**src/rtl/rgb2ycc_pkg.sv**
```systemverilog
// rgb2ycc_pkg: shared constants for the RGB -> YCbCr converter.
// Coefficients are signed 9-bit values with 8 fraction bits (scale 256),
// indexed [mode][channel][component] with channel 0/1/2 = Y/Cb/Cr and
// component 0/1/2 = R/G/B.
package rgb2ycc_pkg;

    typedef enum logic {
        MODE_601 = 1'b0,
        MODE_709 = 1'b1
    } mode_e;

    localparam int FRAC   = 8;
    localparam int ROUND  = 128;
    localparam int COEF_W = 9;

    localparam logic signed [COEF_W-1:0] COEF [2][3][3] = '{
        // BT.601 full range
        '{
            '{ 9'sd77,  9'sd150,  9'sd29  },
            '{-9'sd43, -9'sd85,   9'sd128 },
            '{ 9'sd128, -9'sd107, -9'sd21 }
        },
        // BT.709 full range
        '{
            '{ 9'sd54,  9'sd183,  9'sd19  },
            '{-9'sd29, -9'sd99,   9'sd128 },
            '{ 9'sd128, -9'sd116, -9'sd12 }
        }
    };

endpackage

```
**src/rtl/rgb2ycc_if.sv**
```systemverilog
// rgb2ycc_if: pixel-in / pixel-out valid-ready bundle for rgb2ycc_pipe.
// The master side is the pixel source and the downstream sink; the slave
// side is the converter itself.
interface rgb2ycc_if #(
    parameter int CW = 8
);
    logic            rgb__valid;
    logic            rgb__ready;
    logic [3*CW-1:0] rgb;
    logic            mode;
    logic            ycc__valid;
    logic            ycc__ready;
    logic [3*CW-1:0] ycc;

    modport master (
        output rgb__valid,
        output rgb,
        output mode,
        output ycc__ready,
        input  rgb__ready,
        input  ycc__valid,
        input  ycc
    );

    modport slave (
        input  rgb__valid,
        input  rgb,
        input  mode,
        input  ycc__ready,
        output rgb__ready,
        output ycc__valid,
        output ycc
    );

endinterface

```
**src/rtl/rgb2ycc_fifo.sv**
```systemverilog
// rgb2ycc_fifo: 4-entry output FIFO with registered full/empty flags.
// A push while full is only taken when a pop happens in the same cycle;
// the 2-bit pointers wrap naturally modulo 4.
module rgb2ycc_fifo #(
    parameter int W = 24
) (
    input  logic         clk,
    input  logic         rst,
    input  logic         push,
    input  logic [W-1:0] wdata,
    input  logic         pop,
    output logic [W-1:0] rdata,
    output logic         full,
    output logic         empty
);
    localparam int DEPTH = 4;

    logic [W-1:0] mem [DEPTH];
    logic [1:0]   wr_ptr;
    logic [1:0]   rd_ptr;
    logic [2:0]   count;
    logic [2:0]   count_nxt;
    logic         do_push;
    logic         do_pop;

    assign do_pop  = pop & ~empty;
    assign do_push = push & (~full | do_pop);
    assign rdata   = mem[rd_ptr];

    // Occupancy after this cycle's push/pop, used to register the flags.
    always_comb begin
        count_nxt = count;
        case ({do_push, do_pop})
            2'b10:   count_nxt = count + 3'd1;
            2'b01:   count_nxt = count - 3'd1;
            default: count_nxt = count;
        endcase
    end

    // Storage, pointers and flags.
    always_ff @(posedge clk or posedge rst) begin
        if (rst) begin
            wr_ptr <= '0;
            rd_ptr <= '0;
            count  <= '0;
            full   <= 1'b0;
            empty  <= 1'b1;
            for (int i = 0; i < DEPTH; i++) begin
                mem[i] <= '0;
            end
        end else begin
            if (do_push) begin
                mem[wr_ptr] <= wdata;
                wr_ptr      <= wr_ptr + 2'd1;
            end
            if (do_pop) begin
                rd_ptr <= rd_ptr + 2'd1;
            end
            count <= count_nxt;
            full  <= (count_nxt == 3'd4);
            empty <= (count_nxt == 3'd0);
        end
    end

endmodule

```
**src/rtl/rgb2ycc_pipe.sv**
```systemverilog
// rgb2ycc_pipe: fully pipelined RGB -> YCbCr converter, BT.601 or BT.709
// selected per pixel by the mode bit that travels with the pixel.
// Stage 1 registers the nine products, stage 2 the three rounded sums,
// stage 3 the shifted, offset and clamped components.
// Build macro RGB2YCC_SKID_EN: free-running pipeline feeding a 4-entry
// output FIFO guarded by a credit counter, so rgb__ready is a register
// with no combinational path from ycc__ready. Without it the whole
// pipeline stalls on back-pressure and rgb__ready is combinational.
import rgb2ycc_pkg::*;

module rgb2ycc_pipe #(
    parameter int CW = 8
) (
    input logic      clk,
    input logic      rst,
    rgb2ycc_if.slave bus
);
    localparam int AW = CW + 11;

    logic                 en;
    logic                 accept;
    logic [CW-1:0]        comp_in [3];
    logic signed [AW-1:0] prod_d  [3][3];

    logic                 s1_valid;
    logic signed [AW-1:0] s1_prod [3][3];

    logic                 s2_valid;
    logic signed [AW-1:0] s2_acc  [3];

    logic [CW-1:0]        chan_res [3];
    logic                 s3_valid;
    logic [3*CW-1:0]      s3_data;

    assign accept     = bus.rgb__valid & bus.rgb__ready;
    assign comp_in[0] = bus.rgb[3*CW-1 -: CW];
    assign comp_in[1] = bus.rgb[2*CW-1 -: CW];
    assign comp_in[2] = bus.rgb[CW-1:0];

    // Nine signed products for the incoming pixel using its own mode.
    always_comb begin
        for (int ch = 0; ch < 3; ch++) begin
            for (int c = 0; c < 3; c++) begin
                prod_d[ch][c] = AW'(COEF[bus.mode][ch][c]) * $signed(AW'(comp_in[c]));
            end
        end
    end

    // Stage 1: capture the products of an accepted pixel.
    always_ff @(posedge clk or posedge rst) begin
        if (rst) begin
            s1_valid <= 1'b0;
            for (int ch = 0; ch < 3; ch++) begin
                for (int c = 0; c < 3; c++) begin
                    s1_prod[ch][c] <= '0;
                end
            end
        end else if (en) begin
            s1_valid <= accept;
            s1_prod  <= prod_d;
        end
    end

    // Stage 2: per-channel sum with the rounding constant folded in.
    always_ff @(posedge clk or posedge rst) begin
        if (rst) begin
            s2_valid <= 1'b0;
            for (int ch = 0; ch < 3; ch++) begin
                s2_acc[ch] <= '0;
            end
        end else if (en) begin
            s2_valid <= s1_valid;
            for (int ch = 0; ch < 3; ch++) begin
                s2_acc[ch] <= s1_prod[ch][0] + s1_prod[ch][1] + s1_prod[ch][2] + AW'(ROUND);
            end
        end
    end

    // Arithmetic shift, chroma offset and clamp to the component range.
    for (genvar ch = 0; ch < 3; ch++) begin : g_out
        localparam logic signed [AW-1:0] OFFSET = AW'((ch == 0) ? 0 : (1 << (CW - 1)));

        logic signed [AW-1:0] shifted;
        logic signed [AW-1:0] biased;

        assign shifted      = s2_acc[ch] >>> FRAC;
        assign biased       = shifted + OFFSET;
        assign chan_res[ch] = biased[AW-1]        ? '0 :
                              (|biased[AW-2:CW])  ? '1 :
                              biased[CW-1:0];
    end

    // Stage 3: final packed {Y, Cb, Cr} result.
    always_ff @(posedge clk or posedge rst) begin
        if (rst) begin
            s3_valid <= 1'b0;
            s3_data  <= '0;
        end else if (en) begin
            s3_valid <= s2_valid;
            s3_data  <= {chan_res[0], chan_res[1], chan_res[2]};
        end
    end

`ifdef RGB2YCC_SKID_EN

    logic       fifo_full;
    logic       fifo_empty;
    logic       pop;
    logic [2:0] credit;
    logic [2:0] credit_nxt;
    logic       rdy_q;

    assign en             = 1'b1;
    assign pop            = bus.ycc__ready & ~fifo_empty;
    assign bus.ycc__valid = ~fifo_empty;
    assign bus.rgb__ready = rdy_q & ~rst;

    rgb2ycc_fifo #(
        .W(3*CW)
    ) u_fifo (
        .clk   (clk),
        .rst   (rst),
        .push  (s3_valid),
        .wdata (s3_data),
        .pop   (pop),
        .rdata (bus.ycc),
        .full  (fifo_full),
        .empty (fifo_empty)
    );

    // Outstanding-pixel count: up on accept, down on pop, unchanged on both.
    always_comb begin
        credit_nxt = credit;
        if (accept && !pop) begin
            credit_nxt = credit + 3'd1;
        end else if (!accept && pop) begin
            credit_nxt = credit - 3'd1;
        end
    end

    // Credit register and registered input ready.
    always_ff @(posedge clk or posedge rst) begin
        if (rst) begin
            credit <= '0;
            rdy_q  <= 1'b1;
        end else begin
            credit <= credit_nxt;
            rdy_q  <= (credit_nxt < 3'd4);
        end
    end

    // With at most four pixels outstanding, a full FIFO means the pipeline is empty.
    a_no_overflow : assert property (@(posedge clk) disable iff (rst)
        !(s3_valid && fifo_full && !pop));

`else

    assign en             = ~s3_valid | bus.ycc__ready;
    assign bus.rgb__ready = en & ~rst;
    assign bus.ycc__valid = s3_valid;
    assign bus.ycc        = s3_data;

`endif

endmodule

```
**src/flat_wrapper.sv**
```systemverilog
// flat-port wrapper written by rule: the top's interface ports become plain ports
module rgb2ycc_pipe_flat 
#(
    parameter int CW = 8
)
  (clk, rst, bus_rgb__valid, bus_rgb, bus_mode, bus_ycc__ready, bus_rgb__ready, bus_ycc__valid, bus_ycc);
  rgb2ycc_if #(.CW(CW)) bus_i ();
  input logic clk;
  input logic rst;
  input wire logic [$bits(bus_i.rgb__valid)-1:0] bus_rgb__valid;
  input wire logic [$bits(bus_i.rgb)-1:0] bus_rgb;
  input wire logic [$bits(bus_i.mode)-1:0] bus_mode;
  input wire logic [$bits(bus_i.ycc__ready)-1:0] bus_ycc__ready;
  output wire logic [$bits(bus_i.rgb__ready)-1:0] bus_rgb__ready;
  output wire logic [$bits(bus_i.ycc__valid)-1:0] bus_ycc__valid;
  output wire logic [$bits(bus_i.ycc)-1:0] bus_ycc;
  assign bus_i.rgb__valid = bus_rgb__valid;
  assign bus_i.rgb = bus_rgb;
  assign bus_i.mode = bus_mode;
  assign bus_i.ycc__ready = bus_ycc__ready;
  assign bus_rgb__ready = bus_i.rgb__ready;
  assign bus_ycc__valid = bus_i.ycc__valid;
  assign bus_ycc = bus_i.ycc;
  rgb2ycc_pipe #(.CW(CW)) u_core (.clk(clk), .rst(rst), .bus(bus_i));
endmodule
```
**config.mk**
```make
export PLATFORM = sky130hd
export DESIGN_NAME = rgb2ycc_pipe_flat
export DESIGN_NICKNAME = d
export VERILOG_FILES = /design/src/rtl/rgb2ycc_pkg.sv /design/src/rtl/rgb2ycc_if.sv /design/src/rtl/rgb2ycc_fifo.sv /design/src/rtl/rgb2ycc_pipe.sv /design/src/flat_wrapper.sv
export SDC_FILE = /design/constraint.sdc
export NUM_CORES = 1
export LEC_CHECK = 0
export ABC_AREA = 1
export CELL_PAD_IN_SITES_DETAIL_PLACEMENT = 0
export CELL_PAD_IN_SITES_GLOBAL_PLACEMENT = 1
export CORE_MARGIN = 1
export CORE_UTILIZATION = 35
export DETAILED_ROUTE_END_ITERATION = 8
export HOLD_SLACK_MARGIN = 0.12
export PLACE_DENSITY_LB_ADDON = 0.3
export RECOVER_POWER = 25
export SYNTH_ARGS = -nofsm -noshare
export SYNTH_HDL_FRONTEND = slang
export SYNTH_SLANG_ARGS = --single-unit
```
**constraint.sdc**
```tcl
create_clock -name clk -period 6.1 [get_ports clk]
set_clock_uncertainty 0.05 [all_clocks]
set_input_delay 0.61 -clock clk [delete_from_list [all_inputs] [get_ports clk]]
set_output_delay 0.61 -clock clk [all_outputs]
set_load 0.005 [all_outputs]
```
Word level (Yosys, flattened, before mapping). Index checks and enable logic that the tools add are counted. W data, S select, Z words.

$add $sub $neg: 11. Multiply operators: 9. Divide/modulo/power cells: 0. Magnitude comparators: 1. Eq/ne operators: 0. Shift-type cells: 0. Multiplexer cells: 9. Bitwise gates (word level): 6. Reductions and logical operators: 3.

Operators with widths (number): $mul A9 B9 Y18 (9); $mux W81 (2); $add A19 B19 Y19 (6); $mux W79 (1); $add A19 B9 Y19 const B (3); $mux W8 (6); $add A11 B9 Y12 const B (2); $reduce_or A10 Y1 (2); $reduce_or A3 Y1 (1); $and A1 B1 Y1 (2); $ge A2 B2 Y1 const B (1); $not A1 Y1 (2); $not A1 Y2 (1); $or A1 B1 Y1 (1).

Register bits: 255. Latch bits: 0. Bits in writable memories: 0. ROM bits: 0. Input bits: 29. Output and inout bits: 26. Logic and storage cells: 55. Memories kept: 0.

Longest topological paths before layout. Gate-level depths: netlist (run 1).

Depth after elaboration: 5. Mapped depth: 25.

Least setup slack after synthesis (run 1). OpenSTA, ideal clock, no wires.

Path type: input port to flip-flop. From: input port bus_mode. To: register u_core.s1_prod[166] (netlist name). Library setup time: 65 ps. Arrival time: 4581 ps. Required time: 5985 ps. Slack: 1404 ps. Stages on the path: 22. Buffers on the path: 2. Cells stage by stage: buf_2 buf_2 nor2_1 inv_1 fa_1 inv_1 fa_1 fa_1 inv_1 fa_1 inv_1 ha_1 nand2_1 nand2_1 o21bai_1 nand2_1 nand4_1 nand2_1 clkinv_1 nor2_1 nand2_1 nand2_1.

Word-level cells in the longest chain between the ends: 5.

Ends and longest elaborated chain: start: declaration (RTL line flat_wrapper.sv:12) `input wire logic [$bits(bus_i.mode)-1:0] bus_mode;`; $not A1 Y2 (implied by the code) (RTL line rgb2ycc_pipe.sv:44) `prod_d[ch][c] = AW'(COEF[bus.mode][ch][c]) * $signed(AW'(comp_in[c]));`; $mux W79; $mux W81 (2 in series); $mul A9 B9 Y18 (RTL line rgb2ycc_pipe.sv:44); end signal: assignment (RTL line rgb2ycc_pipe.sv:60) `s1_prod <= prod_d;`; end: declaration (RTL line rgb2ycc_pipe.sv:26) `logic signed [AW-1:0] s1_prod [3][3];`.

Every way passes these cells. The select of a mux whose other input is x is not followed. A chain may end at the register's enable or synchronous reset.

Worst setup path after layout (run 1).
From: input port bus_rgb[5]. To: register u_core.s1_prod[15] (netlist name).

Word-level cells in the longest chain between the ends: 1.

Ends and longest elaborated chain: start: declaration (RTL line flat_wrapper.sv:11) `input wire logic [$bits(bus_i.rgb)-1:0] bus_rgb;`; $mul A9 B9 Y18 (RTL line rgb2ycc_pipe.sv:44).

Every way passes these cells.

==> results.tsv, run 1 <==
metric	value	unit
number_of_instances_on_the_worst_hold_path	2	
final_nets	3629	
global_route_wire_length_before_repair	100	mm
worstPathBufferInverterCount	5	
yosys.cell_types.count	46	
drive_above_1_share	2.95	%
fin_crit_sh	80.0	%
post_synthesis_async_set_or_reset_flop_share	100	%
layout.filler_cells	6900	
worstSetupStartpointType	input port	
synth_enable_flop_cells	0	
r2r-start	u_core.bus.ycc__valid$_DFFE_PP0N_	
post-route-drc-count	1	
grtUsageTotal	18.9	%
crit_fanout	7	
design.die.area	68300	um2
antenna_violations_before_repair	1	
cts_hold_buf	0	
syn-cell-area	23500	um2
setup.worst_path.end_class	flip-flop	
failed_checks	DRC, capacitance limit, slew limit	
number_of_resized_instances_in_the_post_cts_repair_step	0	
critical_path.max_stage_delay	0.61	ns
finalMaxSlewViolations	280	
synth_top_area_share	20.7	%
cts.root.buffer_cell	sky130_fd_sc_hd__clkbuf_16	
ctsHtreeMaxLevel	4	
cpMaxStageDelayCell	sky130_fd_sc_hd__clkdlybuf4s50_1	
grt_setup_unrepaired	false	
ys_ff_latch	195	
outcome	complete, but fails checks	
final_weighted_congestion_in_routability_driven_placement	0.884	
worstMarginPinSlew	4.19	ns
pin_count	55	
crit_required	6.43	ns
report.final.hold_viol_count	0	
crit_path_cell_trace	clkdlybuf4s50_1 -> inv_1 -> nor2_1 -> inv_1 -> nor2_1 -> nor2_1 -> ha_1 -> or2_2 -> fa_1 -> ha_1 -> inv_1 -> fa_1 -> inv_1 -> ha_1 -> a21oi_1 -> nand2_1 -> nand3_1 -> nand3_1 -> o21ai_0 -> o21ai_1	
syn_avg_cell_area	7.99	um2
timing.critical_path.mode_cell	sky130_fd_sc_hd__inv_1	
cap_viol_max_count	4	
area.growth.synth_to_final	9.34	%
placementRows	94	
wl_per_cell	15.7	um
core_area	66100	um2
detail_route.iter0.violations	940	
globalRouteOverflowTotal	0	
crit_arrival	5.21	ns
postLayoutCoreUtil	38.9	%
synth.most_common_cell	sky130_fd_sc_hd__nand2_1	
synth_seq_area_share	20.7	%
post_synth_inst_count	2944	
initial_core_utilization	35.6	%
layout_min_cycle_time	4.88	ns
number_of_global_route_vias_before_repair	18813	
worstRegToRegCells	7	
maximum_buffer_depth_of_the_clock_tree	2	
route.antenna.remaining_nets	0	
clkLatencyLatePin	0.51	ns
yosysTopAreaCell	sky130_fd_sc_hd__dfrtp_1	
synthTopCellsByCount	sky130_fd_sc_hd__nand2_1, sky130_fd_sc_hd__inv_1, sky130_fd_sc_hd__ha_1, sky130_fd_sc_hd__fa_1, sky130_fd_sc_hd__dfrtp_1	
dr_total_vias	18273	
relSlewSlack	-181	%
antenna_cells_inserted	0	
numPortBuffers	54	
viasPerCell	4.71	
die_h	261	um
tns	0	ns
rr_endpoint	u_core.s1_prod[148]$_DFFE_PP0N_	
postRouteWirelength	61.0	mm
setup_viol_count_final	0	
worst_setup_hold_path_clk_slew	0.08	ns
worst_hold_path.endpoint	u_core.bus.ycc__valid$_DFFE_PP0N_	
synth_area_leaders	sky130_fd_sc_hd__dfrtp_1, sky130_fd_sc_hd__fa_1, sky130_fd_sc_hd__ha_1	
min-delay-start	u_core.s2_valid$_DFFE_PP0N_	
first_pass_iters	9	
yosys_most_used_dff	sky130_fd_sc_hd__dfrtp_1	
die_w	261	um
r2r_setup_slack	1.91	ns
min_path_type	reg -> reg	
hpwl	51.8	mm
timing.fmax	0.205	GHz
timing.setup.critical_path_class	in -> reg	
critical-path-top-delay-family	adder cells	
numClockSinks	195	
tritoncts.num_buffers	17	
tritoncts	built	
post_cts_buffers	0	
synth.yosys.warnings	0	
grt_start_max_net_pins	94	
area by class of cell:
cell class                 instances  area (um2)  share of cell area (%)
multi-input combinational       2088       16100                    62.7
sequential                       195        4880                    19.0
inverter                         626        2350                    9.14
tap                              864        1080                    4.20
timing repair buffer              71         674                    2.62
clock buffer                      17         425                    1.65
clock inverter                    15         196                   0.764
placed cells by master (no fill, tap or decap), drive strengths merged, types with 2 or more instances in the layout:
cell type,n
a211oi,4
a21boi,6
a21o,15
a21oi,106
a31oi,33
buf,14
clkbuf,21
clkdlybuf4s50,51
clkinv,10
clkinvlp,2
conb,23
dfrtp,195
dlygate4sd3,2
fa,237
ha,364
inv,629
nand2,671
nand3,164
nand3b,6
nand4,18
nor2,191
nor3,22
nor4,2
o211ai,4
o21a,8
o21ai,137
o21bai,19
o22ai,2
or2,21
xnor2,13
xor2,19
per-layer routing:
| metal | part of all wire, % | global-route usage [%] |
|---|---|---|
| met5 | 0 | 0 |
| met4 | 1.1 | 3.89 |
| met3 | 2.5 | 2.64 |
| met2 | 48 | 31.7 |
| met1 | 49 | 25.9 |
per-stage QoR:
stage          cells  hold WS, ns  worst slack, ns  instance area [um2]
2_1_floorplan   2965        0.373            0.128                23600
3_3_place_gp    3844        0.383            0.770                25100
4_1_cts         3876        0.405             1.32                25800
3_5_place_dp    3844        0.386            0.792                25100
5_1_grt         3876        0.437            0.766                25700
6_report        3876        0.399             1.22                25700
worst reg2reg max path: stages (launching register included):
cell                       delay, ns
sky130_fd_sc_hd__dfrtp_1        0.36
sky130_fd_sc_hd__inv_1          0.04
sky130_fd_sc_hd__nor2_1         0.19
sky130_fd_sc_hd__clkbuf_1       1.97
sky130_fd_sc_hd__buf_4          1.06
sky130_fd_sc_hd__nor2_1         0.17
sky130_fd_sc_hd__nand4_1        0.14
sky130_fd_sc_hd__nand3_1        0.08
flip-flops by register name, summed over array words and instances, names as in the netlist:
signal / cells
u_core.s2_valid: 1
u_core.g_out.shifted: 33
u_core.s1_prod: 135
u_core.bus.ycc: 24
u_core.bus.ycc__valid: 1
u_core.s1_valid: 1
worst max-delay path by stage:
stage | cells past startpoint | from | end | slack (ns)
global placement | 21 | bus_rgb[5] | u_core.s1_prod[12]$_DFFE_PP0N_ | 0.77
detailed placement | 21 | bus_rgb[5] | u_core.s1_prod[12]$_DFFE_PP0N_ | 0.79
floorplan | 1 | rst | u_core.bus.ycc[0]$_DFFE_PP0N_ | 0.13
CTS | 21 | bus_rgb[5] | u_core.s1_prod[12]$_DFFE_PP0N_ | 1.32
finish | 20 | bus_rgb[5] | u_core.s1_prod[15]$_DFFE_PP0N_ | 1.22
global route | 3 | rst | u_core.g_out[1].shifted[2]$_DFFE_PP0N_ | 0.77
kinds of logic (layout without fill, tap and decap cells):
logic type / after synthesis / count (layout) / share of synthesized area (%)
buffers and inverters: 682 / 729 / 11.1
adder cells (fa/ha/maj): 601 / 601 / 39.5
XOR/XNOR: 32 / 32 / 1.19
other: 2 / 23 / 0.0319
flip-flops: 195 / 195 / 20.7
AND/OR/NAND/NOR: 1096 / 1096 / 19.2
AO/OA/AOI/OAI: 336 / 336 / 8.23
Power of run 1 is not shown: default switching activity piles up to over one toggle a cycle in this logic, so the estimate is an artifact.
==> run 2: changes to the inputs <==
==> constraint.sdc (replaced) <==
create_clock -name clk -period 4.6 [get_ports clk]
set_clock_uncertainty 0.05 [all_clocks]
set_input_delay 0.46 -clock clk [delete_from_list [all_inputs] [get_ports clk]]
set_output_delay 0.46 -clock clk [all_outputs]
set_load 0.005 [all_outputs]
==> results.tsv, run 2 (synthesis results as in run 1) <==
metric	value	unit	change
outcome	complete, but fails checks		
failed_checks	capacitance limit, slew limit		
first_pass_iters	8		-1
clkLatencyLatePin	0.50	ns	about the same
numPortBuffers	54		unchanged
critical_path.max_stage_delay	0.67	ns	+0.06 ns
r2r_setup_slack	1.72	ns	-0.19 ns
worstSetupStartpointType	input port		
detailed_place.area	27200	um2	+8.2%
timing.critical_path.mode_cell	sky130_fd_sc_hd__fa_1		
setup_viol_count_final	0		unchanged
layout_min_cycle_time	4.35	ns	
timing.critical_path.from	bus_rgb[8]		
pin_count	55		unchanged
cts.root.buffer_cell	sky130_fd_sc_hd__clkbuf_16		
relSlewSlack	-19.1	%	+160 points
hold-worst-slack	0.414	ns	+0.0146 ns
worstRegToRegCells	11		+4
end_point_of_the_critical_path	u_core.s1_prod[93]$_DFFE_PP0N_		
maximum_buffer_depth_of_the_clock_tree	2		unchanged
fin_crit_sh	94.6	%	
drive_above_1_share	11.1	%	+8.1 points
wl_per_cell	14.8	um	-5.7%
design.die.area	68300	um2	unchanged
postRouteWirelength	61.5	mm	+0.86%
crit_required	4.94	ns	-1.49 ns
rr_endpoint	u_core.g_out[1].shifted[5]$_DFFE_PP0N_		
crit_fanout	5		-2
worst_setup_hold_path_clk_slew	0.08	ns	about the same
antenna_violations_before_repair	0		-1
timing.setup.critical_path_class	in -> reg		
min_path_type	reg -> reg		
layout.cells.most_common_list	sky130_fd_sc_hd__nand2_1, sky130_fd_sc_hd__inv_1, sky130_fd_sc_hd__ha_1		
die_h	261	um	unchanged
most_common_cell_after_layout_fill_and_taps_aside	sky130_fd_sc_hd__nand2_1		
route.antenna.remaining_nets	0		unchanged
viasPerCell	4.60		-2.5%
placementRows	94		unchanged
cpMaxStageDelayCell	sky130_fd_sc_hd__fa_1		
timing.fmax	0.230	GHz	
detail_route.iter0.violations	850		-9.6%
final_weighted_congestion_in_routability_driven_placement	0.911		+3.1%
dr_total_vias	19070		+4.4%
number_of_global_route_vias_before_repair	19636		+4.4%
design_area	27800	um2	+7.9%
r2r-start	u_core.s1_prod[65]$_DFFE_PP0N_		
max_flop_register	u_core.s1_prod		
crit_arrival	4.69	ns	-0.52 ns
final_nets	3900		+7.5%
numClockSinks	195		unchanged
crit_path_cell_trace	clkdlybuf4s50_1 -> fa_1 -> buf_4 -> fa_1 -> inv_1 -> fa_1 -> fa_1 -> inv_1 -> ha_1 -> inv_1 -> nor3_1 -> nand3b_1 -> nand2_1 -> nand2_1 -> nand3_1 -> nand2_1		
report.final.hold_viol_count	0		unchanged
grtUsageTotal	19.1	%	+0.22 points
globalRouteOverflowTotal	0		unchanged
tritoncts.num_buffers	17		unchanged
global_route_wire_length_before_repair	102	mm	+2.0%
grt_setup_unrepaired	false		
cap_viol_max_count	2		-2
ctsHtreeMaxLevel	4		unchanged
setup.worst_path.end_class	flip-flop		
worstMarginPinSlew	1.78	ns	-2.41 ns
finalMaxSlewViolations	38		-86%
largest_reg_flops	135		unchanged
initial_core_utilization	35.6	%	unchanged
hpwl	52.8	mm	+1.9%
post-route-drc-count	0		-1
area.growth.synth_to_final	18.0	%	
grt_start_max_net_pins	218		+130%
core_area	66100	um2	unchanged
cts_hold_buf	0		unchanged
antenna_cells_inserted	0		unchanged
die_w	261	um	unchanged
tritoncts	built		
run 2: cell types whose count changed in the layout (fill, tap and decap cells not counted), moves of 2 or more:
cell / previous run / this run
sky130_fd_sc_hd__inv_8: 5 / 3
sky130_fd_sc_hd__clkbuf_1: 3 / 1
sky130_fd_sc_hd__buf_4: 11 / 283
sky130_fd_sc_hd__inv_6: 1 / 4
sky130_fd_sc_hd__clkinv_8: 7 / 4
run 2: repair_timing:
| item | CTS | global route |
|---|---|---|
| resized for setup | 0 | 1 |
| setup endpoints to repair | 0 | 1 |
| buffers inserted | 0 | 0 |
run 2: metrics by stage:
| stage | std cells | setup slack (ns) | util (%) | setup TNS, ns |
|---|---|---|---|---|
| finish | 4147 | 0.250 | 42.0 | 0 |
| global route | 4147 | 0.0391 | 42.0 | 0 |
| CTS | 4147 | 0.284 | 42.0 | 0 |
| detailed placement | 4115 | -0.239 | 41.1 | -6.03 |
| global placement | 4115 | -0.258 | 41.1 | -5.10 |
| floorplan | 2965 | 0.0540 | - | 0 |
run 2: layer usage:
metal,vias up,track usage [%],wire length [um]
li1,9850,-,-
met1,8973,26.5,30100
met2,202,31.2,28400
met3,45,2.85,1830
met4,0,4.76,1120
met5,-,0,0
run 2: how the worst min path moves through the flow:
stage                                startpoint                           endpoint  slack, ns  cells after the start
global placement    u_core.s2_valid$_DFFE_PP0N_  u_core.bus.ycc__valid$_DFFE_PP0N_       0.38                      2
global route        u_core.s2_valid$_DFFE_PP0N_  u_core.bus.ycc__valid$_DFFE_PP0N_       0.44                      2
finish              u_core.s2_valid$_DFFE_PP0N_  u_core.bus.ycc__valid$_DFFE_PP0N_       0.41                      2
detailed placement  u_core.s2_valid$_DFFE_PP0N_  u_core.bus.ycc__valid$_DFFE_PP0N_       0.40                      2
CTS                 u_core.s2_valid$_DFFE_PP0N_  u_core.bus.ycc__valid$_DFFE_PP0N_       0.42                      2
floorplan           u_core.s2_valid$_DFFE_PP0N_  u_core.bus.ycc__valid$_DFFE_PP0N_       0.37                      2
run 2: layout make-up:
class / count / area (um2)
Clock buffer: 18 / 439
Clock inverter: 14 / 159
Fill cell: 6787 / 38300
Inverter: 626 / 2350
Multi-Input combinational cell: 2088 / 16100
Sequential cell: 195 / 4880
Tap cell: 864 / 1080
Timing Repair Buffer: 342 / 2730
run 2: worst max-delay path: cells and delay by family:
kind,cells,cell delay [ns]
adder cells (fa/ha/maj),5,2.60
buffers and inverters,5,0.96
AND/OR/NAND/NOR,6,0.67
Power of run 2 is left out for the same reason.
